`src/rtl/bpu_cnt_queue.sv`:
```
// In-flight saturating-counter queue: predictions are pushed at lookup, popped at
// resolution, and the head counter is returned saturated-updated for PHT writeback.
module bpu_cnt_queue #(
    parameter int CNT_WIDTH    = 2,
    parameter int IDX_WIDTH    = 10,
    parameter int DEPTH        = 8,
    parameter int AFULL_MARGIN = 2
) (
    input  logic                   i_clk,
    input  logic                   i_rst,
    input  logic                   i_push,
    input  logic [CNT_WIDTH-1:0]   i_push_cnt,
    input  logic [IDX_WIDTH-1:0]   i_push_idx,
    output logic                   o_push_rdy,
    input  logic                   i_pop,
    input  logic                   i_pop_taken,
    output logic                   o_head_vld,
    output logic [CNT_WIDTH-1:0]   o_head_cnt,
    output logic [IDX_WIDTH-1:0]   o_head_idx,
    output logic                   o_upd_vld,
    output logic [CNT_WIDTH-1:0]   o_upd_cnt,
    input  logic                   i_flush,
    output logic [$clog2(DEPTH):0] o_count,
    output logic                   o_afull,
    output logic                   o_ovf
);
    localparam int AW = $clog2(DEPTH);
    localparam int PW = AW + 1;
    localparam logic [CNT_WIDTH-1:0] CNT_MAX = '1;
    localparam logic [PW-1:0]        DEPTH_P = PW'(DEPTH);

    typedef struct packed {
        logic [CNT_WIDTH-1:0] cnt;
        logic [IDX_WIDTH-1:0] idx;
    } entry_t;

    entry_t        mem [DEPTH];
    entry_t        head;
    logic [PW-1:0] wr_ptr, rd_ptr;
    logic [PW-1:0] free_slots;
    logic          full, empty, push_acc, pop_acc, ovf;

    // Extra wrap bit on each pointer distinguishes full from empty.
    assign empty    = (wr_ptr == rd_ptr);
    assign full     = (wr_ptr[AW-1:0] == rd_ptr[AW-1:0]) && (wr_ptr[AW] != rd_ptr[AW]);
    assign push_acc = i_push & ~full & ~i_flush;
    assign pop_acc  = i_pop & ~empty & ~i_flush;

    assign head       = mem[rd_ptr[AW-1:0]];
    assign o_head_cnt = head.cnt;
    assign o_head_idx = head.idx;
    assign o_head_vld = ~empty;
    assign o_push_rdy = ~full;
    assign o_upd_vld  = i_pop & ~empty;
    assign o_count    = wr_ptr - rd_ptr;
    assign free_slots = DEPTH_P - o_count;
    assign o_afull    = (32'(free_slots) <= AFULL_MARGIN);
    assign o_ovf      = ovf;

    always_comb begin
        o_upd_cnt = head.cnt;
        if (i_pop_taken) begin
            if (head.cnt != CNT_MAX) o_upd_cnt = head.cnt + CNT_WIDTH'(1);
        end else if (head.cnt != '0) begin
            o_upd_cnt = head.cnt - CNT_WIDTH'(1);
        end
    end

    // Storage is never cleared; validity comes from the pointers alone.
    always_ff @(posedge i_clk) begin
        if (push_acc) mem[wr_ptr[AW-1:0]] <= '{cnt: i_push_cnt, idx: i_push_idx};
    end

    always_ff @(posedge i_clk or posedge i_rst) begin
        if (i_rst) begin
            wr_ptr <= '0;
            rd_ptr <= '0;
            ovf    <= 1'b0;
        end else if (i_flush) begin
            wr_ptr <= '0;
            rd_ptr <= '0;
            ovf    <= 1'b0;
        end else begin
            if (push_acc) wr_ptr <= wr_ptr + PW'(1);
            if (pop_acc)  rd_ptr <= rd_ptr + PW'(1);
            if (i_push & full) ovf <= 1'b1;
        end
    end
endmodule
```
`config.mk`:
```
export PLATFORM = sky130hd
export DESIGN_NAME = bpu_cnt_queue
export DESIGN_NICKNAME = d
export VERILOG_FILES = /design/src/rtl/bpu_cnt_queue.sv
export SDC_FILE = /design/constraint.sdc
export NUM_CORES = 1
export LEC_CHECK = 0
export CAP_MARGIN = 15
export CORE_MARGIN = 2
export CORE_UTILIZATION = 30
export CTS_CLUSTER_SIZE = 28
export DETAILED_ROUTE_END_ITERATION = 7
export GPL_TIMING_DRIVEN = 0
export PLACE_DENSITY = 0.49
export SYNTH_ARGS = -nofsm -noshare
export SYNTH_HDL_FRONTEND = slang
export SYNTH_SLANG_ARGS = --single-unit
export TNS_END_PERCENT = 20
```
`constraint.sdc`:
```
create_clock -name i_clk -period 3.9 [get_ports i_clk]
set_input_delay 1.17 -clock i_clk [delete_from_list [all_inputs] [get_ports i_clk]]
set_output_delay 1.17 -clock i_clk [all_outputs]
set_load 0.02 [all_outputs]
```
[Yosys cells after proc, flatten, opt, wreduce, memory -nomap -nowiden]
Memory sizes are Yosys's and may differ from the RTL's.
Cells that the tools add are included.
Word-level totals
  logic and storage cells: 39
  RAM bits: 96
  memories kept: 1
  bits in registers: 9
Memories
  mem: depth 8, width 12, rd ports 1, clocked after Yosys merged registers in 0, wr ports 1, RTL line 37  | entry_t mem [DEPTH];
Cells by class
  add/sub/neg operators: 6
  reductions and logical operators: 5
  bitwise logic cells: 8
  muxes and demuxes: 11
  order comparisons: 1
  eq/ne operators: 4
Operators with widths (number)
  2-to-1 mux 4 bit: 4
  adder 4 x 1 -> 4 bit, second input constant: 2
  nonzero test 2 bit: 4
  2-to-1 mux 2 bit: 3
  bitwise AND 1 bit: 5
  equality test 4 bit: 1
  less-or-equal comparator 4 x 2 -> 1 bit, second input constant: 1
  2-to-1 mux 1 bit: 4
  subtractor 4 bit: 1
  subtractor 4 bit, first input constant: 1
  equality test 3 bit: 1
  inverter 1 bit: 3
  adder 2 x 1 -> 2 bit, second input constant: 1
  inequality test 2 bit, second input constant: 1
  subtractor 2 x 1 -> 2 bit, second input constant: 1
  logical AND 1 bit: 1
  inequality test 1 bit: 1

[Depth between registers and ports, before layout]
  depth after elaboration: 7
  gate-level depth with buffers: 9
  gate-level depth less buffers: 8

[Worst setup path after synthesis]
Ideal clock, no wire load.
  kind: register -> output
  from: reg wr_ptr[0]
  to: out o_afull
  path slack: 0.362 ns
  arrival time: 2.368 ns
  data required time: 2.730 ns
  cell stages (with the launch flop): 8
  path through: dfrtp_1 inv_1 ha_1 fa_1 ha_1 nor2b_1 or4_1 mux2i_1
On the way
  word-level cells in the longest chain between the ends: 3
RTL lines
  start, declared: RTL line 39  | logic [PW-1:0] wr_ptr, rd_ptr;
  start signal, assigned: RTL line 84  | if (push_acc) wr_ptr <= wr_ptr + PW'(1);
  subtractor 4 bit: RTL line 55  | assign o_count = wr_ptr - rd_ptr;
  subtractor 4 bit: RTL line 56  | assign free_slots = DEPTH_P - o_count;
  less-or-equal comparator 4 x 2 -> 1 bit: RTL line 57  | assign o_afull = (32'(free_slots) <= AFULL_MARGIN);
  end, declared: RTL line 24  | output logic o_afull,
No other way between the ends.

[Worst setup path after layout]
  from: in i_pop
  to: out o_upd_vld
On the way
  word-level cells in the longest chain between the ends: 1
RTL lines
  start, declared: RTL line 15  | input logic i_pop,
  bitwise AND 1 bit: RTL line 54  | assign o_upd_vld = i_pop & ~empty;
  end, declared: RTL line 20  | output logic o_upd_vld,
No other way between the ends.

==> Implementation_results.wiki <==
{| class="wikitable"
! Metric !! Value
|-
| Outcome || finished clean
|-
| Half-perimeter wire length after placement || 5.90 mm
|-
| Number of core rows || 43
|-
| Initial cell density of the core || 30.9%
|-
| Commonest non-fill, non-tap cell in the layout || sky130_fd_sc_hd__edfxtp_1
|-
| Most frequent cells in the layout || sky130_fd_sc_hd__edfxtp_1, sky130_fd_sc_hd__nand2_1, sky130_fd_sc_hd__clkdlybuf4s50_1, sky130_fd_sc_hd__mux4_2, sky130_fd_sc_hd__nor2_1
|-
| CTS Sinks || 105
|-
| Cell taking the most area after synthesis || sky130_fd_sc_hd__edfxtp_1
|-
| Cell at the root of the clock tree || sky130_fd_sc_hd__clkbuf_16
|-
| Period utilization || 97.8%
|-
| Count of final hold-check violations || 0
|-
| Distinct cell type count after synthesis || 32
|-
| Number of instances in the synthesized netlist || 251
|-
| Reported leakage power || 1.80 nW
|-
| Main synth FF type || sky130_fd_sc_hd__edfxtp_1
|-
| Worst-path cell with the longest stage delay || sky130_fd_sc_hd__clkdlybuf4s50_1
|-
| Average via count per standard cell || 4.68
|-
| Setup repair after global routing missed its margin || no
|-
| Pin count of the biggest net entering global routing || 17
|-
| Hold/Removal Path Class || flop to flop
|-
| Cts bufs inserted || 9
|-
| Crit path depth || 3
|-
| CP startpoint kind || input pin
|-
| Buf+Inv Stages, Crit Path || 2
|-
| Most used cell, CP || sky130_fd_sc_hd__clkdlybuf4s50_1
|-
| DRC || 0
|-
| Crit end category || output port
|-
| Mapped Nets || 277
|-
| Largest fanout of any net on the critical path || 6
|-
| Final standard cell utilization of the core || 38.1%
|-
| Data arrival time at the worst-slack endpoint || 2.64 ns
|-
| Input/output buffers || 40
|-
| Relative slew slack || 42.5%
|-
| Power density over the cells || 505 nW/um2
|-
| Clk slew on worst S/H paths || 0.07 ns
|-
| Via count || 2313
|-
| R2r startpoint || rd_ptr[2]
|-
| First-iteration detailed-routing DRC count || 135
|-
| Final net count || 336
|-
| Syn-to-layout area delta || 23.3%
|-
| Fill cell total of the finished layout || 1317
|-
| Finish-stage setup viols || 0
|-
| Antenna violations before repair || 0
|-
| Achievable frequency || 262 MHz
|-
| Area of the die || 15400 um2
|-
| Count of flip-flops with a built-in enable after synthesis || 96
|-
| Die width || 124 um
|-
| Class of the most critical setup path || input pin to output port
|-
| DRT Wirelength || 8.75 mm
|-
| Required time of the worst setup path || 2.73 ns
|-
| First-pass GRT wire length || 13.3 mm
|-
| Number of max-slew violations in the final report || 0
|-
| Non-filler instance count after layout || 494
|-
| Buffer depth of the longest clock path || 2
|-
| Post-route standard cell area excluding fillers || 5340 um2
|-
| R2R Path End || mem[1][3]
|-
| Largest voltage drop on the vdd net || 0.200 mV
|-
| Die height || 124 um
|-
| Wire length per cell || 17.7 um
|-
| Ys Warns || 0
|-
| # IOs || 41
|-
| Placed instance area || 5030 um2
|-
| Worst Setup Slack post-DPL || -0.550 ns
|-
| Critical Path Max Stage Delay || 0.68 ns
|-
| Count of max-cap constraint violations || 0
|-
| Number of H-tree levels || 3
|-
| Antenna-violating nets left || 0
|-
| Total congestion overflow after global routing || 0
|-
| Crit path capture || o_upd_vld
|-
| Min Clock Period, post-route || 3.81 ns
|-
| Fraction of layout cells with a size suffix above 1 || 20.1%
|-
| Final Total Pwr || 2.69 mW
|-
| Crit path setup slack, layout || 0.0861 ns
|-
| Asr flop ratio synth || 8.57%
|-
| Gr usage total || 12.1%
|-
| Worst Tran Pin Value || 0.858 ns
|-
| Worst path cell trace || clkdlybuf4s50_1 -> a21boi_2 -> clkdlybuf4s50_1
|-
| Number of iterations in the first detailed-routing pass || 4
|-
| FF+latch count, synth || 105
|-
| Mean instance size in the synthesized netlist || 17.2 um2
|-
| Std-Cell Core Area || 14000 um2
|-
| Logic depth of the worst register-to-register path || 8
|-
| Slack of the worst reg-to-reg path || 0.75 ns
|-
| Post-Synthesis Cell Area || 4330 um2
|-
| Family of cells with the greatest summed delay on the critical path || buffers and inverters
|-
| Share of the yosys chip area belonging to registers || 71.8%
|-
| Top cell type's share of synthesized area || 66.6%
|-
| Clock skew after layout || 0.00537 ns
|-
| Final weighted congestion in routability-driven placement || 0.740
|-
| Clock insertion delay at the later pin of the skew report || 0.34 ns
|-
| TritonCTS clock tree || done
|-
| Hold buffer count at CTS || 0
|-
| Number of global-route vias before repair || 2342
|-
| Setup crit start || i_pop
|-
| Number of placed instances with taps included || 477
|-
| Total inserted antenna cells || 0
|-
| Main area contributors after synthesis || sky130_fd_sc_hd__edfxtp_1, sky130_fd_sc_hd__mux4_2, sky130_fd_sc_hd__dfrtp_1
|}
==> worst min-delay path by stage <==
stage | to | startpoint | slack [ns] | cells after the start
after detailed placement | o_ovf | o_ovf | 0.49 | 2
after global placement | o_ovf | o_ovf | 0.48 | 2
final | o_ovf | o_ovf | 0.50 | 2
after floorplan | rd_ptr[3] | rd_ptr[3] | 0.56 | 2
after global routing | o_ovf | o_ovf | 0.56 | 2
after CTS | o_ovf | o_ovf | 0.50 | 2
==> registers in the layout, indices dropped and copies added (netlist names) <==
register / count
wr_ptr: 4
rd_ptr: 4
o_ovf: 1
mem: 96
==> Yosys cell counts (2+ instances only) <==
library cell,n
sky130_fd_sc_hd__a21oi_1,5
sky130_fd_sc_hd__buf_2,2
sky130_fd_sc_hd__clkbuf_1,6
sky130_fd_sc_hd__dfrtp_1,9
sky130_fd_sc_hd__edfxtp_1,96
sky130_fd_sc_hd__ha_1,7
sky130_fd_sc_hd__inv_1,10
sky130_fd_sc_hd__maj3_2,2
sky130_fd_sc_hd__mux4_1,3
sky130_fd_sc_hd__mux4_2,21
sky130_fd_sc_hd__nand2_1,43
sky130_fd_sc_hd__nand3_1,3
sky130_fd_sc_hd__nor2_1,15
sky130_fd_sc_hd__nor3_1,2
sky130_fd_sc_hd__or3_1,3
sky130_fd_sc_hd__xnor2_1,5
sky130_fd_sc_hd__xor2_1,4
==> final cells by class <==
type	count	area, um2	area share [%]
plain buffers	8	41.3	0.774
clock buffers	11	233	4.36
clock inverters	4	31.3	0.586
inverters	10	41.3	0.774
multi-input cells	126	1160	21.8
flip-flops and latches	105	3110	58.3
well taps	180	225	4.22
repair buffers	50	492	9.21
==> per-layer routing <==
| metal | vias up | share of wire, % | track usage, % |
|---|---|---|---|
| met3 | 16 | 2.9 | 1.79 |
| met4 | 0 | 2.2 | 5.20 |
| li1 | 1067 | - | - |
| met5 | - | 0 | 0 |
| met1 | 1188 | 48 | 16.6 |
| met2 | 42 | 47 | 19.1 |
==> logic make-up (layout without fill, tap and decap cells) <==
group	count (synthesis)	count (layout)	share of synthesized area [%]
DFF	105	105	71.8
and+or+nand+nor	72	72	6.94
muxes	25	25	13.0
buffers and inverters	20	83	1.97
adders and majority gates	10	10	3.01
AOI/OAI and AO/OA	10	10	1.45
xor gates and xnor gates	9	9	1.82
==> where the power goes <==
group | total [mW] | internal (mW) | leakage (nW) | switching (mW)
Sequential | 1.26 | 1.25 | 0.986 | 0.0135
Clock | 0.807 | 0.431 | 0.118 | 0.376
Combinational | 0.623 | 0.313 | 0.698 | 0.310
==> tightest hold or removal path, cell delays in order (launching register included) <==
cell	delay (ns)
sky130_fd_sc_hd__dfrtp_1	0.34
sky130_fd_sc_hd__a31oi_1	0.04
sky130_fd_sc_hd__nor2_1	0.07
==> per-stage QoR <==
stage | TNS [ns] | hold WS (ns)
finish | 0 | 0.495
global placement | -51.65 | 0.480
floorplan | 0 | 0.561
CTS | -0.0214 | 0.501
global route | 0 | 0.558
detailed placement | -1.87 | 0.486
==> what timing repair did <==
item,4_1_cts,5_1_grt
endpoints found under the setup margin,43,2
gates resized for setup,8,5
pin swaps,0,3
buffers inserted,2,2
(Power assumes the default switching activity.)
